$ cat src/rtl/serial_sub_pkg.sv
// Shared types and constants for the bit-serial subtractor.
package serial_sub_pkg;

  typedef enum logic [1:0] {
    IDLE  = 2'd0,
    SHIFT = 2'd1,
    DONE  = 2'd2
  } sub_state_t;

  localparam int unsigned SUB_WIDTH_DEF = 16;

endpackage

$ cat src/rtl/fullAdder_1b.sv
// One-bit full adder cell: sum and carry of a + b + cin.
module fullAdder_1b (
  input  logic a,
  input  logic b,
  input  logic cin,
  output logic sum,
  output logic cout
);

  assign sum  = a ^ b ^ cin;
  assign cout = (a & b) | (cin & (a ^ b));

endmodule

$ cat src/rtl/serial_sub_16b.sv
// Bit-serial two's-complement subtractor computing A - B, LSB first.
// One full-adder cell is reused with B inverted and the carry seeded to 1.
// Optional macro SERIAL_SUB_OVF_EN adds the registered signed-overflow output Ovf.
module serial_sub_16b
  import serial_sub_pkg::*;
#(
  parameter int unsigned WIDTH = SUB_WIDTH_DEF
) (
  input  logic             clk,
  input  logic             rst,
  input  logic             start,
  input  logic [WIDTH-1:0] A,
  input  logic [WIDTH-1:0] B,
  output logic [WIDTH-1:0] Diff,
  output logic             Bout,
  output logic             busy,
  output logic             done
`ifdef SERIAL_SUB_OVF_EN
  ,
  output logic             Ovf
`endif
);

  localparam int unsigned CW = $clog2(WIDTH);

  sub_state_t       state_q, state_d;
  logic [WIDTH-1:0] sa_q, sa_d;
  logic [WIDTH-1:0] sb_q, sb_d;
  logic [WIDTH-1:0] res_q, res_d;
  logic [WIDTH-1:0] diff_q, diff_d;
  logic [CW-1:0]    cnt_q, cnt_d;
  logic             c_q, c_d;
  logic             bout_q, bout_d;
  logic             ovf_q, ovf_d;
  logic             s_bit, c_out;

  fullAdder_1b u_fa (
    .a    (sa_q[0]),
    .b    (sb_q[0]),
    .cin  (c_q),
    .sum  (s_bit),
    .cout (c_out)
  );

  // State and datapath registers, cleared asynchronously.
  always_ff @(posedge clk or posedge rst) begin
    if (rst) begin
      state_q <= IDLE;
      sa_q    <= '0;
      sb_q    <= '0;
      res_q   <= '0;
      diff_q  <= '0;
      cnt_q   <= '0;
      c_q     <= 1'b0;
      bout_q  <= 1'b0;
      ovf_q   <= 1'b0;
    end else begin
      state_q <= state_d;
      sa_q    <= sa_d;
      sb_q    <= sb_d;
      res_q   <= res_d;
      diff_q  <= diff_d;
      cnt_q   <= cnt_d;
      c_q     <= c_d;
      bout_q  <= bout_d;
      ovf_q   <= ovf_d;
    end
  end

  // Next-state logic: accept in IDLE/DONE, one bit per cycle in SHIFT.
  always_comb begin
    state_d = state_q;
    sa_d    = sa_q;
    sb_d    = sb_q;
    res_d   = res_q;
    diff_d  = diff_q;
    cnt_d   = cnt_q;
    c_d     = c_q;
    bout_d  = bout_q;
    ovf_d   = ovf_q;
    case (state_q)
      IDLE, DONE: begin
        if (start) begin
          sa_d    = A;
          sb_d    = ~B;
          c_d     = 1'b1;
          cnt_d   = '0;
          state_d = SHIFT;
        end else begin
          state_d = IDLE;
        end
      end
      SHIFT: begin
        c_d   = c_out;
        sa_d  = sa_q >> 1;
        sb_d  = sb_q >> 1;
        res_d = {s_bit, res_q[WIDTH-1:1]};
        if (cnt_q == CW'(WIDTH - 1)) begin
          // The last sum bit enters the result and Diff on the same edge.
          diff_d  = res_d;
          bout_d  = ~c_out;
          ovf_d   = c_q ^ c_out;
          state_d = DONE;
        end else begin
          cnt_d = cnt_q + 1'b1;
        end
      end
      default: state_d = IDLE;
    endcase
  end

  assign Diff = diff_q;
  assign Bout = bout_q;
  assign busy = (state_q == SHIFT);
  assign done = (state_q == DONE);

`ifdef SERIAL_SUB_OVF_EN
  assign Ovf = ovf_q;
`else
  logic unused_ovf;
  assign unused_ovf = ovf_q;
`endif

endmodule

$ cat config.mk
export PLATFORM = sky130hd
export DESIGN_NAME = serial_sub_16b
export DESIGN_NICKNAME = d
export VERILOG_FILES = /design/src/rtl/serial_sub_pkg.sv /design/src/rtl/fullAdder_1b.sv /design/src/rtl/serial_sub_16b.sv
export SDC_FILE = /design/constraint.sdc
export NUM_CORES = 1
export LEC_CHECK = 0
export BUFFER_PORTS_ARGS = -buffer_cell sky130_fd_sc_hd__buf_2
export CORE_ASPECT_RATIO = 0.75
export CORE_MARGIN = 3
export CORE_UTILIZATION = 55
export DETAILED_ROUTE_END_ITERATION = 12
export HOLD_SLACK_MARGIN = 0.05
export PLACE_DENSITY = 0.81
export SLEW_MARGIN = 20
export SYNTH_ARGS = -nofsm -noshare
export SYNTH_HDL_FRONTEND = slang
export SYNTH_HIERARCHICAL = 1
export SYNTH_SLANG_ARGS = --single-unit
$ cat constraint.sdc
create_clock -name clk -period 2.9 [get_ports clk]
set_input_delay 0.725 -clock clk [delete_from_list [all_inputs] [get_ports clk]]
set_output_delay 0.725 -clock clk [all_outputs]
set_load 0.02 [all_outputs]
---- After elaboration in Yosys (flattened, before gate mapping) ----
Index checks and enable logic that the tools add are counted.
word-level totals
  bits in registers ....................... 72
  input bits .............................. 35
  output and inout port bits .............. 19
  logic and storage cells ................. 40
cells by class
  add/subtract/negate cells ............... 1
  equality and inequality tests ........... 6
  multiplexer cells ....................... 12
  bitwise logic cells ..................... 7
  reductions and logical operators ........ 6
operators by type and width
  cell                   count
  $pmux W16 S2           2
  $mux W16               2
  $not A16 Y16           1
  $mux W4                2
  $pmux W4 S2            1
  $add A4 B1 Y4 const B  1
  $eq A4 B4 Y1 const B   1
  $ne A2 B2 Y1 const B   2
  $pmux W2 S2            1
  $reduce_and A2 Y1      2
  $reduce_and A3 Y1      1
  $and A1 B1 Y1          2
  $eq A2 B1 Y1 const B   1
  $eq A2 B2 Y1 const B   1
  $logic_not A2 Y1       1
  $mux W1                2
  $mux W2                1
  $ne A2 B1 Y1 const B   1
  $pmux W1 S2            1
  $reduce_bool A2 Y1     1
  $reduce_or A2 Y1       1
  $xor A1 B1 Y1          2
  $not A1 Y1             1
  $or A1 B1 Y1           1

---- Longest topological paths before layout ----
Gate-level depths: netlist of the first run.
  word-level depth ........................ 4
  mapped depth ............................ 8
  gate-level depth less buffers ........... 4

---- Modules after synthesis ----
The synthesis of the first run kept the hierarchy.
by module, submodules not included
  module          times used  cells each  area an instance (µm²)  seq. area each (µm²)
  serial_sub_16b  1           285         3108.0                  1776.7
  fullAdder_1b    1           1           20.0                    0.0

---- Least setup slack after synthesis of the first run ----
OpenSTA, ideal clock, no wires.
  kind .................................... register -> output
  from .................................... register state_q[0]
  to ...................................... output port busy
  arrival ................................. 1017 ps
  required time ........................... 2175 ps
  path slack .............................. 1158 ps
  cell stages (with the launch flop) ...... 7
  buffers on the path ..................... 4
  cells stage by stage .................... dfrtp_1 -> buf_6 -> nand2b_4 -> buf_6 -> inv_4 -> buf_6 -> buf_2
on the way
  longest elaborated chain between the ends .. 1
RTL lines
  element                   RTL line               RTL
  start: declaration        serial_sub_16b.sv:26   sub_state_t state_q, state_d;
  start signal: assignment  serial_sub_16b.sv:58   state_q <= state_d;
  $eq A2 B1 Y1              serial_sub_16b.sv:114  assign busy = (state_q == SHIFT);
  end: declaration          serial_sub_16b.sv:16   output logic busy,
No other way between the ends.

---- Final worst setup path of the first run ----
Same ends and word-level chain as after synthesis.

==> results.cfg, run 1 <==
[timing]
fin_crit_ps = 2250
hold_viol_final = 0
rsz0062_at_grt = no
whs_ps = 384
fin_setup_tns_ps = 0
fmax_mhz = 445
setup_viol = 0
setup_slack_ps = 652
drv_slew = 0
relSlewSlack_pct = 40.6
finalClockSkew_ps = 10.2
tightest_slew_ps = 891
post-route-period-util_pct = 77.5

[critical_path]
worstSetupPathType = reg2out
path_max_fanout = 23
cp.arrival_ps = 1520
cp.required_ps = 2170
end_kind = primary output
start_kind = register

[yosys]
yosysTopAreaCell = dfrtp_1
yosys.area_share.simple_pct = 15.6
synthCells = 286
synth_commonest_cells = 77 x nand2_1, 71 x dfrtp_1, 33 x o21ai_0
synth_cell_types = 33
yosysWarningCount = 6
netlist.area_leader.share_pct = 56.8
synth_compound_area_share_pct = 9.40
yosys-top-cells-area = dfrtp_1 57%, nand2_1 9.2%, o21ai_0 5.3%
synth_area_sq_um = 3130
ys.flop_type = dfrtp_1
synth_top_family_by_area = simple AND/OR/NAND/NOR gates
synthAdderAreaFrac_pct = 1.04
syn_area_per_cell_sq_um = 10.9
synth-xor-area-share_pct = 0.280
synth_mux_area_share_pct = 12.0
synth.most_common_cell = nand2_1
synth_edf_count = 0
synth-seq-cells = 71
seq_area_frac_synth_pct = 56.8
synth-async-reset-ratio_pct = 100
syn_nets = 323

[finish]
n_fill_cell = 442
syn_to_final_growth_pct = 14.9
final_cell_area_sq_um = 3590
finalNetCount = 372
diodes = 0
drive_gt1_share_pct = 28.2

[cts]
cts_root_buffer = clkbuf_8
cts_resized = 0
holdBufCountCts = 0
htreeDepth = 3
cts_buffer_depth = 2
clock-sinks = 71
post_cts_buffers = 0
clk_latency_ps = 340
tritoncts = yes
cts_buffers = 9
path_clk_slew_ps = 80

[global_routing]
grt_pass1_wl_um = 9920
use_met2_pct = 30.0
gr-usage-met3_pct = 7.87
overflow = 0
track_usage_pct = 19.5
antenna_found_initial = 0
grt-busiest-layer = met2
grt_max_degree = 68
grt_pass1_vias = 2158
grt_use_met1_pct = 25.6

[detailed_routing]
vias_per_cell = 5.15
ant_nets = 0
routed_wl_um = 5800
drt_iter0_drc = 97
firstDrtPassIters = 5
vias = 2138
wire_per_inst_um = 14.0
drc_errors = 0

[die]
core-area_sq_um = 5410
design.die.area_sq_um = 6640
rows = 23
io_pins = 54
die_width_um = 93.1
start_util_pct = 57.8
die_height_um = 71.3

[power]
peakVddDrop_uv = 513
power_density_nw_per_um2 = 1030
p_leak_nw = 1.85

[run_status]
outcome = finished clean

[worst_hold_path]
hp-class = in2async

[job]
max-cap-violations = 0

[placed_design]
dp_hpwl_um = 3850
post-place-ws_ps = 739
port_buffers = 53
gp_congestion = 0.750
placed_area_sq_um = 3380
[flip-flops by register name (all words and copies together) (netlist names)]
register,count
sb_q,16
state_q,2
Bout,1
res_q,15
cnt_q,4
Diff,16
c_q,1
sa_q,16
[per-layer routing]
layer / wire [um] / vias to the layer above / part of all wire [%]
met2: 2690 / 60 / 46
met5: 0 / - / 0
li1: - / 1057 / -
met4: 74 / 0 / 1.3
met3: 407 / 8 / 7.0
met1: 2630 / 1013 / 45
[report_power, final]
part | internal, W | switching (W)
combinational | 0.000496 | 0.000764
clock | 0.000481 | 0.000362
sequential | 0.00137 | 0.000235
[cells in the final DEF, fill, tap and decap left out, drive strengths merged, types with 2 or more instances in the layout]
cell type	netlist	layout
nand2	77	77
dfrtp	71	71
buf	13	57
o21ai	34	34
mux2i	16	16
mux2	16	16
nor3b	15	15
a21oi	15	15
clkbuf	6	10
nand3	4	4
inv	4	4
clkinvlp	0	2
clkinv	0	2
bufinv	0	2
nand2b	2	2
[cells by family (layout without fill, tap and decap cells)]
logic type                 Yosys count  after routing
DFF                                 71             71
xor gates and xnor gates             1              1
muxes                               32             32
AOI/OAI and AO/OA                   55             55
buffers and inverters               23             77
adders and majority gates            2              2
and+or+nand+nor                    102            102
[per-stage QoR]
stage                     cells  total power, W  utilization (%)
after global routing        415         0.00400             66.4
after detailed placement    399         0.00289             62.5
final                       415         0.00371             66.4
after CTS                   415         0.00375             66.4
after floorplan             286         0.00262                -
after global placement      399         0.00282             62.5
[worst paths after layout]
path	cells past startpoint	start	end	slack (ps)
worst min register to register	2	sb_q[9]	sb_q[8]	470
min in group clk	2	sb_q[9]	sb_q[8]	470
worst max-delay path	4	state_q[0]	busy	650
worst min-delay path	2	rst	res_q[3]	380
max in group asynchronous	3	rst	sb_q[1]	1740
worst max register to register	4	state_q[0]	cnt_q[0]	1000
[final cells by class]
| cell class | instances | area (sq um) | area share [%] |
|---|---|---|---|
| Timing Repair Buffer | 57 | 295 | 8.21 |
| Clock buffer | 10 | 128 | 3.55 |
| Multi-Input combinational cell | 192 | 1200 | 33.3 |
| Sequential cell | 71 | 1780 | 49.4 |
| Clock inverter | 6 | 85.1 | 2.37 |
| Tap cell | 75 | 93.8 | 2.61 |
| Inverter | 4 | 17.5 | 0.487 |
[critical path, cell delays in order (launching register included)]
cell and delay (ps):
dfrtp_1 320, buf_4 220, nand2b_4 230, inv_4 200
buf_2 190
Power figures use the tool's default switching activity.
==> run 2, diff against run 1 <==
- CORE_UTILIZATION: 55 -> 50
- PLACE_DENSITY: 0.81 -> 0.78
- clock period: 2.9 -> 1.85 ns (I/O delays scaled with it)
==> run 2 against run 1 <==
  * Clock power up 45%
  * Global-route usage fell by 2.6 points
  * Sequential power up 57%
  * First-iteration DRC count rose by 8.2%
  * Sequential share of layout area decreased by 1.0 points
  * Non-clock buffer count up 6
  * Sequential cell count is the same
  * Critical path depth down 1
  * Combinational power increased by 67%
  * Critical path type unchanged
  * Largest power group unchanged
==> results.cfg, run 2 (synthesized netlist as in run 1, its figures left out) <==
[run_status]
outcome = finished clean

[critical_path]
cp_cell_sequence = buf_4 > nor2b_2 > buf_2
slowest_stage = dfrtp_1
rrSetupSlack_ps = 220
reg2reg_to = Diff[9]
cp.required_ps = 1390
path_max_fanout = 18
reg2reg_depth = 4
slowest_delay_ps = 410
worstReg2RegStart = cnt_q[0]
end_kind = primary output
start_kind = register
cp.arrival_ps = 1300
worstSetupPathType = reg2out

[cts]
htreeDepth = 3
cts_root_buffer = clkbuf_8
tritoncts = yes
cts_buffer_depth = 2
path_clk_slew_ps = 70
clock-sinks = 71
cts_buffers = 9
clk_latency_ps = 340
holdBufCountCts = 0

[detailed_routing]
vias = 2141
routed_wl_um = 5840
drt_iter0_drc = 105
firstDrtPassIters = 4
wire_per_inst_um = 13.8
drc_errors = 0
vias_per_cell = 5.05
ant_nets = 0

[power]
peakVddDrop_uv = 640
comb_power_share_pct = 35.9
p_int_w = 0.00368
power_density_nw_per_um2 = 1590
switchingPower_w = 0.00216
seq_power_share_pct = 43.2
p_sw_share_pct = 37.0
p_leak_nw = 1.88
power_frac_clock_pct = 20.9

[die]
rows = 24
die_width_um = 97.3
die_height_um = 74.5
design.die.area_sq_um = 7250
core-area_sq_um = 5950
start_util_pct = 52.6
io_pins = 54

[finish]
most-common-layout-cells = 77 x nand2_1, 71 x dfrtp_1, 53 x buf_2
instances_no_fill = 424
final_cell_area_sq_um = 3670
finalNetCount = 378
drive_gt1_share_pct = 30.1
n_fill_cell = 479
layout_commonest_cell = nand2_1
diodes = 0
syn_to_final_growth_pct = 17.3

[timing]
hold_viol_final = 0
drv_slew = 0
fin_setup_tns_ps = 0
fmax_mhz = 568
fin_crit_ps = 1760
finalClockSkew_ps = 4.94
relSlewSlack_pct = 74.5
post-route-period-util_pct = 95.2
rsz0062_at_grt = no
setup_viol = 0
tightest_slew_ps = 382

[placed_design]
placed_area_sq_um = 3440
port_buffers = 53
dp_cells = 405
gp_congestion = 0.742
dp_hpwl_um = 3890

[global_routing]
overflow = 0
grt_max_degree = 72
antenna_found_initial = 0
grt_pass1_wl_um = 9650
track_usage_pct = 16.9
grt_pass1_vias = 2095

[job]
max-cap-violations = 0

[worst_hold_path]
hp-class = in2async
[run 2: changes by cell type in the layout (fill, tap and decap cells not counted), sizes merged]
cell | previous run | this run
clkinv | 2 | 4
bufinv | 2 | 1
clkinvlp | 2 | 3
inv | 4 | 2
buf | 57 | 63
[run 2: power by group through the flow]
| stage | combinational [W] | clock (W) | sequential [W] |
|---|---|---|---|
| after detailed placement | 0.00206 | 0 | 0.00255 |
| after global routing | 0.00236 | 0.00132 | 0.00260 |
| final | 0.00210 | 0.00122 | 0.00252 |
| after global placement | 0.00197 | 0 | 0.00253 |
| after CTS | 0.00207 | 0.00125 | 0.00252 |
| after floorplan | 0.00149 | 0 | 0.00261 |
[run 2: metrics by stage]
| stage | setup slack, ps | total power (W) | hold slack [ps] | util, % |
|---|---|---|---|---|
| floorplan | 371 | 0.00410 | 446 | - |
| global route | 13.1 | 0.00628 | 237 | 61.7 |
| finish | 88.3 | 0.00584 | 198 | 61.7 |
| CTS | 18.6 | 0.00584 | 223 | 61.2 |
| global placement | 273 | 0.00450 | 459 | 57.8 |
| detailed placement | 215 | 0.00460 | 468 | 57.8 |
[run 2: how the worst max path moves through the flow]
stage / from / end / slack (ps) / cells after the start
2_1_floorplan: state_q[0] / busy / 370 / 6
4_1_cts: state_q[1] / busy / 20 / 3
3_3_place_gp: cnt_q[0] / Diff[10] / 270 / 4
6_report: state_q[0] / done / 90 / 3
5_1_grt: state_q[0] / done / 10 / 3
3_5_place_dp: cnt_q[0] / Diff[9] / 220 / 4
[run 2: repair_timing]
action,CTS,global route
pin swaps,0,0
endpoints found under the hold margin,0,0
endpoints found under the setup margin,1,2
resized for setup,2,2
setup buffers,0,3
[run 2: worst max-delay path, delay by kind of cell, from the launching register on]
family / cells / cell delay, ps
AND/OR/NAND/NOR: 1 / 160
flip-flops: 1 / 410
buffers and inverters: 2 / 390
[run 2: final cells by class]
type                    instances  area, sq um  share of cell area, %
well taps                      78         97.6                   2.66
inverters                       4         31.3                  0.852
clock buffers                  10          138                   3.75
multi-input cells             192         1200                   32.7
repair buffers                 63          365                   9.96
clock inverters                 6         60.1                   1.64
flip-flops and latches         71         1780                   48.4
[run 2: metal layers]
layer / GRT usage (%) / part of all wire (%) / vias to the layer above / routed length [um]
met5: 0 / 0 / - / 0
met4: 5.38 / 0.65 / 0 / 38
met3: 7.50 / 5.1 / 4 / 300
met2: 27.1 / 46 / 37 / 2700
met1: 21.0 / 48 / 1024 / 2810
li1: - / - / 1076 / -
